===== src/rtl/sync_tracker_pkg.sv =====
// Shared types and elaboration helpers for the symbol-sync tracker.
// Latency: n/a (types and constant functions only).
// Backpressure: n/a.
//
// Contents: tracker state enum, period/counter-width helpers and the
// peak-offset saturation function used by the tracker datapath.
package sync_tracker_pkg;

    typedef enum logic [1:0] {
        SEARCH = 2'd0,
        VERIFY = 2'd1,
        LOCKED = 2'd2,
        HOLD   = 2'd3
    } track_state_t;

    // Samples per symbol including the cyclic prefix.
    function automatic int period_of(input int sym_len, input int cp_len);
        return sym_len + cp_len;
    endfunction

    // Width of a counter that spans 0..period-1.
    function automatic int cnt_width(input int period);
        return (period <= 2) ? 1 : $clog2(period);
    endfunction

    // Signed distance of a counter value from the predicted symbol start.
    // Values in the tail of the period are early (negative), the rest late.
    // The result is clamped to the range of a dly_w-bit signed number.
    function automatic int sat_offset(input int cnt, input int period,
                                      input int win, input int dly_w);
        int off;
        int lim_hi;
        int lim_lo;
        off    = (cnt >= period - win) ? cnt - period : cnt;
        lim_hi = (1 <<< (dly_w - 1)) - 1;
        lim_lo = -(1 <<< (dly_w - 1));
        if (off > lim_hi) begin
            off = lim_hi;
        end else if (off < lim_lo) begin
            off = lim_lo;
        end
        return off;
    endfunction

endpackage


===== src/rtl/sym_phase_counter.sv =====
// Sample-phase flywheel: mod-PERIOD counter with load/hold/skip controls.
// Latency: count updates one clk after a qualifying ival; decodes are combinational.
// Backpressure: none; the counter only moves on ival, so gaps simply stall it.
//
// Ports:
//   clk, rst    clock, asynchronous active-low reset
//   ival        sample strobe, enables every counter change
//   load        next value is 1 (the current sample is phase 0)
//   hold        repeat the current value once (slip late)
//   skip        advance by two (slip early)
//   cnt         current phase
//   in_window   cnt lies within +/-WIN of phase 0
//   at_close    cnt is the first phase after the window (not ival-qualified)
module sym_phase_counter #(
    parameter int PERIOD = 1056,
    parameter int CNT_W  = 11,
    parameter int WIN    = 50
) (
    input  logic             clk,
    input  logic             rst,
    input  logic             ival,
    input  logic             load,
    input  logic             hold,
    input  logic             skip,
    output logic [CNT_W-1:0] cnt,
    output logic             in_window,
    output logic             at_close
);

    localparam logic [CNT_W-1:0] LAST   = CNT_W'(PERIOD - 1);
    localparam logic [CNT_W-1:0] PENULT = CNT_W'(PERIOD - 2);
    localparam logic [CNT_W-1:0] WIN_LO = CNT_W'(PERIOD - WIN);
    localparam logic [CNT_W-1:0] WIN_HI = CNT_W'(WIN);
    localparam logic [CNT_W-1:0] CLOSE  = CNT_W'(WIN + 1);

    logic [CNT_W-1:0] cnt_d;
    // Set after a hold so the repeated close phase is not decoded twice.
    logic             held;
    logic             held_d;

    always_comb begin
        cnt_d  = cnt;
        held_d = held;
        if (ival) begin
            held_d = 1'b0;
            if (load) begin
                cnt_d = CNT_W'(1);
            end else if (hold) begin
                cnt_d  = cnt;
                held_d = 1'b1;
            end else if (skip) begin
                if (cnt == LAST) begin
                    cnt_d = CNT_W'(1);
                end else if (cnt == PENULT) begin
                    cnt_d = '0;
                end else begin
                    cnt_d = cnt + CNT_W'(2);
                end
            end else begin
                cnt_d = (cnt == LAST) ? '0 : cnt + CNT_W'(1);
            end
        end
    end

    always_ff @(posedge clk or negedge rst) begin
        if (!rst) begin
            cnt  <= '0;
            held <= 1'b0;
        end else begin
            cnt  <= cnt_d;
            held <= held_d;
        end
    end

    assign in_window = (cnt >= WIN_LO) || (cnt <= WIN_HI);
    assign at_close  = (cnt == CLOSE) && !held;

endmodule


===== src/rtl/sync_tracker.sv =====
// Symbol-sync tracker: qualifies correlator peaks, runs a phase flywheel, regenerates SOP.
// Latency: every output is registered, one clk after the qualifying ival sample.
// Backpressure: none; ival gaps freeze all state, osop/lost_sync fall back to 0.
//
// Ports:
//   clk, rst     clock, asynchronous active-low reset
//   ival, isop   sample strobe and correlator peak strobe (isop ignored without ival)
//   osop         regenerated symbol start, one cycle wide
//   delay_sop    signed offset of last accepted peak vs predicted start (+ = late)
//   found_sync   high in LOCKED or HOLD
//   lost_sync    one-cycle pulse when lock is dropped
//   state        0 SEARCH, 1 VERIFY, 2 LOCKED, 3 HOLD
//   hit_cnt      consecutive in-window peak count
// Build option: SYNC_TRACKER_PHASE_TRACK_EN lets the flywheel slip one sample
// per symbol toward the observed peak while LOCKED.
module sync_tracker
    import sync_tracker_pkg::*;
#(
    parameter int SYM_LEN  = 1024,
    parameter int CP_LEN   = 32,
    parameter int WIN      = 50,
    parameter int VERIFY_N = 3,
    parameter int MISS_MAX = 4,
    parameter int DLY_W    = 6
) (
    input  logic                    clk,
    input  logic                    rst,
    input  logic                    ival,
    input  logic                    isop,
    output logic                    osop,
    output logic signed [DLY_W-1:0] delay_sop,
    output logic                    found_sync,
    output logic                    lost_sync,
    output logic [1:0]              state,
    output logic [2:0]              hit_cnt
);

    localparam int PERIOD = period_of(SYM_LEN, CP_LEN);
    localparam int CNT_W  = cnt_width(PERIOD);
    localparam int MISS_W = $clog2(MISS_MAX + 1);

    localparam logic [3:0]        VERIFY_LIM = 4'(VERIFY_N);
    localparam logic [2:0]        HITS_LOCK  = 3'(VERIFY_N);
    localparam logic [MISS_W:0]   MISS_LIM   = (MISS_W + 1)'(MISS_MAX);
`ifdef SYNC_TRACKER_PHASE_TRACK_EN
    localparam logic signed [DLY_W-1:0] SLIP_POS = DLY_W'(2);
    localparam logic signed [DLY_W-1:0] SLIP_NEG = DLY_W'(-2);
`endif

    track_state_t             state_q, state_d;
    logic [2:0]               hits_q, hits_d;
    logic [MISS_W-1:0]        miss_q, miss_d;
    // A peak has been accepted (or loaded) since the last window close.
    logic                     seen_q, seen_d;
    logic signed [DLY_W-1:0]  delay_q, delay_d;
    logic                     osop_q, osop_d;
    logic                     lost_q, lost_d;
    logic                     found_q, found_d;

    logic                     load;
    logic                     hold;
    logic                     skip;
    logic [CNT_W-1:0]         cnt;
    logic                     in_window;
    logic                     at_close;
    logic                     at_zero;

    int                       offset_full;
    logic signed [DLY_W-1:0]  offset;
    logic [3:0]               hits_inc;
    logic [MISS_W:0]          miss_inc;

    sym_phase_counter #(
        .PERIOD (PERIOD),
        .CNT_W  (CNT_W),
        .WIN    (WIN)
    ) u_phase (
        .clk       (clk),
        .rst       (rst),
        .ival      (ival),
        .load      (load),
        .hold      (hold),
        .skip      (skip),
        .cnt       (cnt),
        .in_window (in_window),
        .at_close  (at_close)
    );

    assign offset_full = sat_offset(int'(cnt), PERIOD, WIN, DLY_W);
    assign offset      = DLY_W'(offset_full);
    assign at_zero     = (cnt == '0);
    assign hits_inc    = {1'b0, hits_q} + 4'd1;
    assign miss_inc    = {1'b0, miss_q} + (MISS_W + 1)'(1);

    always_comb begin
        state_d = state_q;
        hits_d  = hits_q;
        miss_d  = miss_q;
        seen_d  = seen_q;
        delay_d = delay_q;
        osop_d  = 1'b0;
        lost_d  = 1'b0;
        load    = 1'b0;
        hold    = 1'b0;
        skip    = 1'b0;
        if (ival) begin
            if (at_close) begin
                seen_d = 1'b0;
            end
            unique case (state_q)
                SEARCH: begin
                    if (isop) begin
                        load    = 1'b1;
                        seen_d  = 1'b1;
                        hits_d  = 3'd1;
                        state_d = VERIFY;
                    end
                end
                VERIFY: begin
                    if (isop) begin
                        // Every peak re-anchors the phase; only in-window
                        // peaks extend the run of consecutive hits.
                        load   = 1'b1;
                        seen_d = 1'b1;
                        if (in_window) begin
                            delay_d = offset;
                            if (hits_inc >= VERIFY_LIM) begin
                                hits_d  = HITS_LOCK;
                                state_d = LOCKED;
                            end else begin
                                hits_d = hits_inc[2:0];
                            end
                        end else begin
                            hits_d = 3'd1;
                        end
                    end else if (at_close && !seen_q) begin
                        hits_d  = '0;
                        state_d = SEARCH;
                    end
                end
                LOCKED: begin
                    osop_d = at_zero;
                    if (isop && in_window) begin
                        delay_d = offset;
                        miss_d  = '0;
                        seen_d  = 1'b1;
                    end else if (at_close) begin
                        if (!seen_q) begin
                            miss_d  = MISS_W'(1);
                            state_d = HOLD;
                        end
`ifdef SYNC_TRACKER_PHASE_TRACK_EN
                        // Slip toward the peak seen in the window just closed.
                        else if (delay_q >= SLIP_POS) begin
                            hold = 1'b1;
                        end else if (delay_q <= SLIP_NEG) begin
                            skip = 1'b1;
                        end
`endif
                    end
                end
                HOLD: begin
                    osop_d = at_zero;
                    if (isop && in_window) begin
                        delay_d = offset;
                        miss_d  = '0;
                        seen_d  = 1'b1;
                        state_d = LOCKED;
                    end else if (at_close) begin
                        if (miss_inc >= MISS_LIM) begin
                            miss_d  = '0;
                            hits_d  = '0;
                            lost_d  = 1'b1;
                            state_d = SEARCH;
                        end else begin
                            miss_d = miss_inc[MISS_W-1:0];
                        end
                    end
                end
                default: begin
                end
            endcase
        end
        found_d = (state_d == LOCKED) || (state_d == HOLD);
    end

    always_ff @(posedge clk or negedge rst) begin
        if (!rst) begin
            state_q <= SEARCH;
            hits_q  <= '0;
            miss_q  <= '0;
            seen_q  <= 1'b0;
            delay_q <= '0;
            osop_q  <= 1'b0;
            lost_q  <= 1'b0;
            found_q <= 1'b0;
        end else begin
            state_q <= state_d;
            hits_q  <= hits_d;
            miss_q  <= miss_d;
            seen_q  <= seen_d;
            delay_q <= delay_d;
            osop_q  <= osop_d;
            lost_q  <= lost_d;
            found_q <= found_d;
        end
    end

    assign osop       = osop_q;
    assign delay_sop  = delay_q;
    assign found_sync = found_q;
    assign lost_sync  = lost_q;
    assign state      = state_q;
    assign hit_cnt    = hits_q;

endmodule

===== config.mk =====
export PLATFORM = sky130hd
export DESIGN_NAME = sync_tracker
export DESIGN_NICKNAME = d
export VERILOG_FILES = /design/src/rtl/sync_tracker_pkg.sv /design/src/rtl/sym_phase_counter.sv /design/src/rtl/sync_tracker.sv
export SDC_FILE = /design/constraint.sdc
export NUM_CORES = 1
export LEC_CHECK = 0
export BUFFER_PORTS_ARGS = -buffer_cell sky130_fd_sc_hd__buf_2
export CELL_PAD_IN_SITES_DETAIL_PLACEMENT = 0
export CELL_PAD_IN_SITES_GLOBAL_PLACEMENT = 1
export CORE_ASPECT_RATIO = 0.7
export CORE_MARGIN = 10
export CORE_UTILIZATION = 41
export CTS_CLUSTER_DIAMETER = 120
export DETAILED_ROUTE_END_ITERATION = 6
export GPL_ROUTABILITY_DRIVEN = 0
export PLACE_DENSITY_LB_ADDON = 0.1
export SYNTH_ARGS = -nofsm -noshare
export SYNTH_HDL_FRONTEND = slang
export SYNTH_SLANG_ARGS = --single-unit

===== constraint.sdc =====
create_clock -name clk -period 2.3 [get_ports clk]
set_input_delay 0.345 -clock clk [delete_from_list [all_inputs] [get_ports clk]]
set_output_delay 0.345 -clock clk [all_outputs]
set_load 0.02 [all_outputs]

==> results.json <==
{
  "drc": 0,
  "drive_gt1_frac": 0.258,
  "yosys_warnings": 0,
  "crit_path_start": "u_phase.cnt[9]",
  "clkSinkCount": 29,
  "finalCritPeriodShare": 0.959,
  "ys_ff_latch": 29,
  "route.vias.total": 1604,
  "r2r_cells": 6,
  "die_h_um": 76.5,
  "drt.antenna.violating_nets": 0,
  "final_nets": 241,
  "die_x_um": 101,
  "fmax_mhz": 453,
  "grt_pass1_wl_mm": 8.04,
  "crit_path_start_kind": "flip-flop",
  "cap_violations": 0,
  "use_met2": 0.178,
  "pre_cts_ws_ns": 0.0644,
  "overflow": 0,
  "met1_usage": 0.177,
  "tns_ns": 0,
  "diodes": 0,
  "drt_iter0_markers": 86,
  "worst_pin_slew_ns": 0.672,
  "cts_max_path_buffers": 2,
  "rsz0062_at_grt": "no",
  "cts-root-buf": "clkbuf_8",
  "finalMaxSlewViolations": 0,
  "cp_data_arrival_time_ns": 2.36,
  "rows": 20,
  "clock_power_share": 0.241,
  "grt_busiest_layer": "met2",
  "fin_ws_ns": 0.0943,
  "clk_latency_ns": 0.28,
  "routed_wl_mm": 4.67,
  "ys.flop_type": "dfrtp_1",
  "drt-pass1-iter-count": 4,
  "start_util": 0.427,
  "synth_fp_nets": 210,
  "required_ns": 2.46,
  "netlist_instances": 197,
  "hpwl_mm": 3.50,
  "final_hold_viol_count": 0,
  "area_growth_pct": 19.8,
  "portBuffers": 17,
  "io_pins": 18,
  "hold_class": "input pin to async pin",
  "pwr-share-comb": 0.373,
  "ctsHoldBuffers": 0,
  "dieArea_um2": 7700,
  "share_seq_of_total_power": 0.386,
  "avgViaCountPerCell": 5.65,
  "grt_max_degree": 30,
  "coreArea_um2": 4380,
  "grt_pass1_vias": 1634,
  "min_period_ns": 2.21,
  "tritoncts": "done",
  "cts_made_buffers": 5,
  "setup_viol": 0,
  "wl_per_cell_um": 16.5,
  "endpoint_kind": "flip-flop",
  "status": "complete, no violations",
  "use_met3": 0.0408,
  "ys_seq_area_frac": 0.388,
  "powerDensity_nw_per_um2": 869,
  "nFillCells": 406,
  "r2r_end": "delay_sop[3]",
  "syn_area_um2": 1870,
  "slew_headroom": 0.552,
  "swShare": 0.386,
  "crit_path_max_fanout": 7,
  "syn_avg_cell_area_um2": 9.49,
  "r2r_setup_slack_ns": 0.09,
  "path_clk_slew_ns": 0.06,
  "leakage_uw": 0.00104,
  "internal_power_uw": 1200,
  "multi_input_area_um2": 1070,
  "cts.htree.levels": 2,
  "async_flop_share": 1.00,
  "p_sw_uw": 750,
  "cp-endpoint": "delay_sop[3]",
  "clock_skew_ns": 0.00580,
  "antenna_found_initial": 0,
  "seqCellArea_um2": 726,
  "crit_type": "flip-flop to flip-flop",
  "synth_edf_count": 0,
  "grtUsageTotal": 0.127,
  "worstReg2RegStart": "u_phase.cnt[9]",
  "vdd_ir_drop_max_v": 0.000482,
  "ys_types": 55
}
## stage by stage
| step | util | instances | power, uW | hold WS, ns | instance area [um^2] |
|---|---|---|---|---|---|
| 3_5_place_dp | 0.479 | 275 | 1490 | 0.421 | 2100 |
| 5_1_grt | 0.511 | 284 | 2090 | 0.148 | 2240 |
| 6_report | 0.511 | 284 | 1950 | 0.0960 | 2240 |
| 2_1_floorplan | - | 197 | 1210 | 0.0494 | 1870 |
| 3_3_place_gp | 0.479 | 275 | 1480 | 0.416 | 2100 |
| 4_1_cts | 0.502 | 283 | 1960 | 0.114 | 2200 |
## worst min-delay path by stage
stage	start	end	slack, ns	depth (start not counted)
3_5_place_dp	rst	u_phase.cnt[1]	0.42	1
4_1_cts	rst	u_phase.cnt[1]	0.11	1
5_1_grt	rst	miss_q[0]	0.15	1
6_report	rst	u_phase.cnt[1]	0.1	1
2_1_floorplan	rst	delay_sop[0]	0.05	0
3_3_place_gp	rst	u_phase.cnt[1]	0.42	1
## logic make-up after synthesis
kind of cell             Yosys count  share of synthesized area
buffers and inverters             24                     0.0562
XOR/XNOR                           3                     0.0141
flip-flops                        29                      0.388
adder cells (fa/ha/maj)            9                     0.0602
AND/OR/NAND/NOR                   68                      0.205
multiplexers                       3                     0.0194
AO/OA/AOI/OAI                     61                      0.256
## placed cells by master (no fill, tap or decap), drive strengths merged, types with 3 or more instances in the layout
| cell | n |
|---|---|
| inv | 12 |
| buf | 36 |
| nor2 | 11 |
| nor3 | 5 |
| o21ai | 11 |
| a221o | 5 |
| nand2b | 3 |
| clkbuf | 7 |
| a211o | 3 |
| dfrtp | 29 |
| nand2 | 17 |
| ha | 9 |
| and3 | 5 |
| a21oi | 13 |
| nand3 | 12 |
| o41ai | 3 |
| nand4 | 3 |
| o22ai | 3 |
| a31oi | 5 |
## worst max-delay path, cell delays in order, from the launching register on
cell and delay [ns]:
dfrtp_1 0.43, buf_4 0.18, nor3_2 0.35, and3_1 0.27, a31oi_4 0.07, a211o_4 0.41, a221o_1 0.37
## power by group through the flow
stage                     clock (uW)  sequential [uW]  combinational (uW)
after detailed placement           0              762                 726
after floorplan                    0              787                 424
after global placement             0              754                 722
after CTS                        484              752                 728
final                            469              752                 725
after global routing             504              771                 817
## state kept, by name, indices dropped and copies added, names as in the netlist
signal and cells:
u_phase.cnt 11, delay_sop 6, hit_cnt 3, miss_q 3, state 2, found_sync 1
lost_sync 1, osop 1, seen_q 1
## routing by layer
| layer | vias to the layer above | wire length, um |
|---|---|---|
| met1 | 772 | 2330 |
| met4 | 0 | 33 |
| met3 | 4 | 380 |
| li1 | 787 | - |
| met5 | - | 0 |
| met2 | 41 | 1930 |
## repair_timing
| item | in CTS | in global routing |
|---|---|---|
| endpoints found under the setup margin | 0 | 10 |
| hold endpoints to repair | 0 | 0 |
| buffers inserted | 0 | 1 |
| gates resized for setup | 0 | 4 |
## synthesized netlist by cell type, types with 2 or more instances
cell	number	area, um^2
nor3_1	3	15.0
nand3_1	10	50.1
a21oi_1	11	55.1
and3_1	5	31.3
nand3_2	2	20.0
clkbuf_1	4	15.0
nand2_1	17	63.8
o211ai_1	2	15.0
a21oi_4	2	32.5
xnor2_1	2	17.5
nor2b_1	2	12.5
o21ai_0	11	55.1
and4b_1	2	20.0
o41ai_1	3	26.3
nand4_1	3	18.8
a22o_1	2	17.5
nor3_2	2	20.0
inv_1	12	45.0
a221o_1	5	50.1
buf_4	2	15.0
ha_1	9	113
nor2_1	11	41.3
nor3b_1	2	15.0
o22ai_1	3	18.8
nand2b_1	3	18.8
dfrtp_1	29	726
buf_2	5	25.0
a31oi_1	4	25.0
a211o_1	2	17.5
and2_1	2	12.5
## cell type report
| class | instances | share of cell area |
|---|---|---|
| multi-input combinational | 144 | 0.478 |
| sequential | 29 | 0.324 |
| timing repair buffer | 36 | 0.102 |
| clock buffer | 7 | 0.0430 |
| tap | 55 | 0.0307 |
| inverter | 12 | 0.0201 |
| clock inverter | 1 | 0.00223 |
Note: power is estimated with default switching activity, not from simulation.
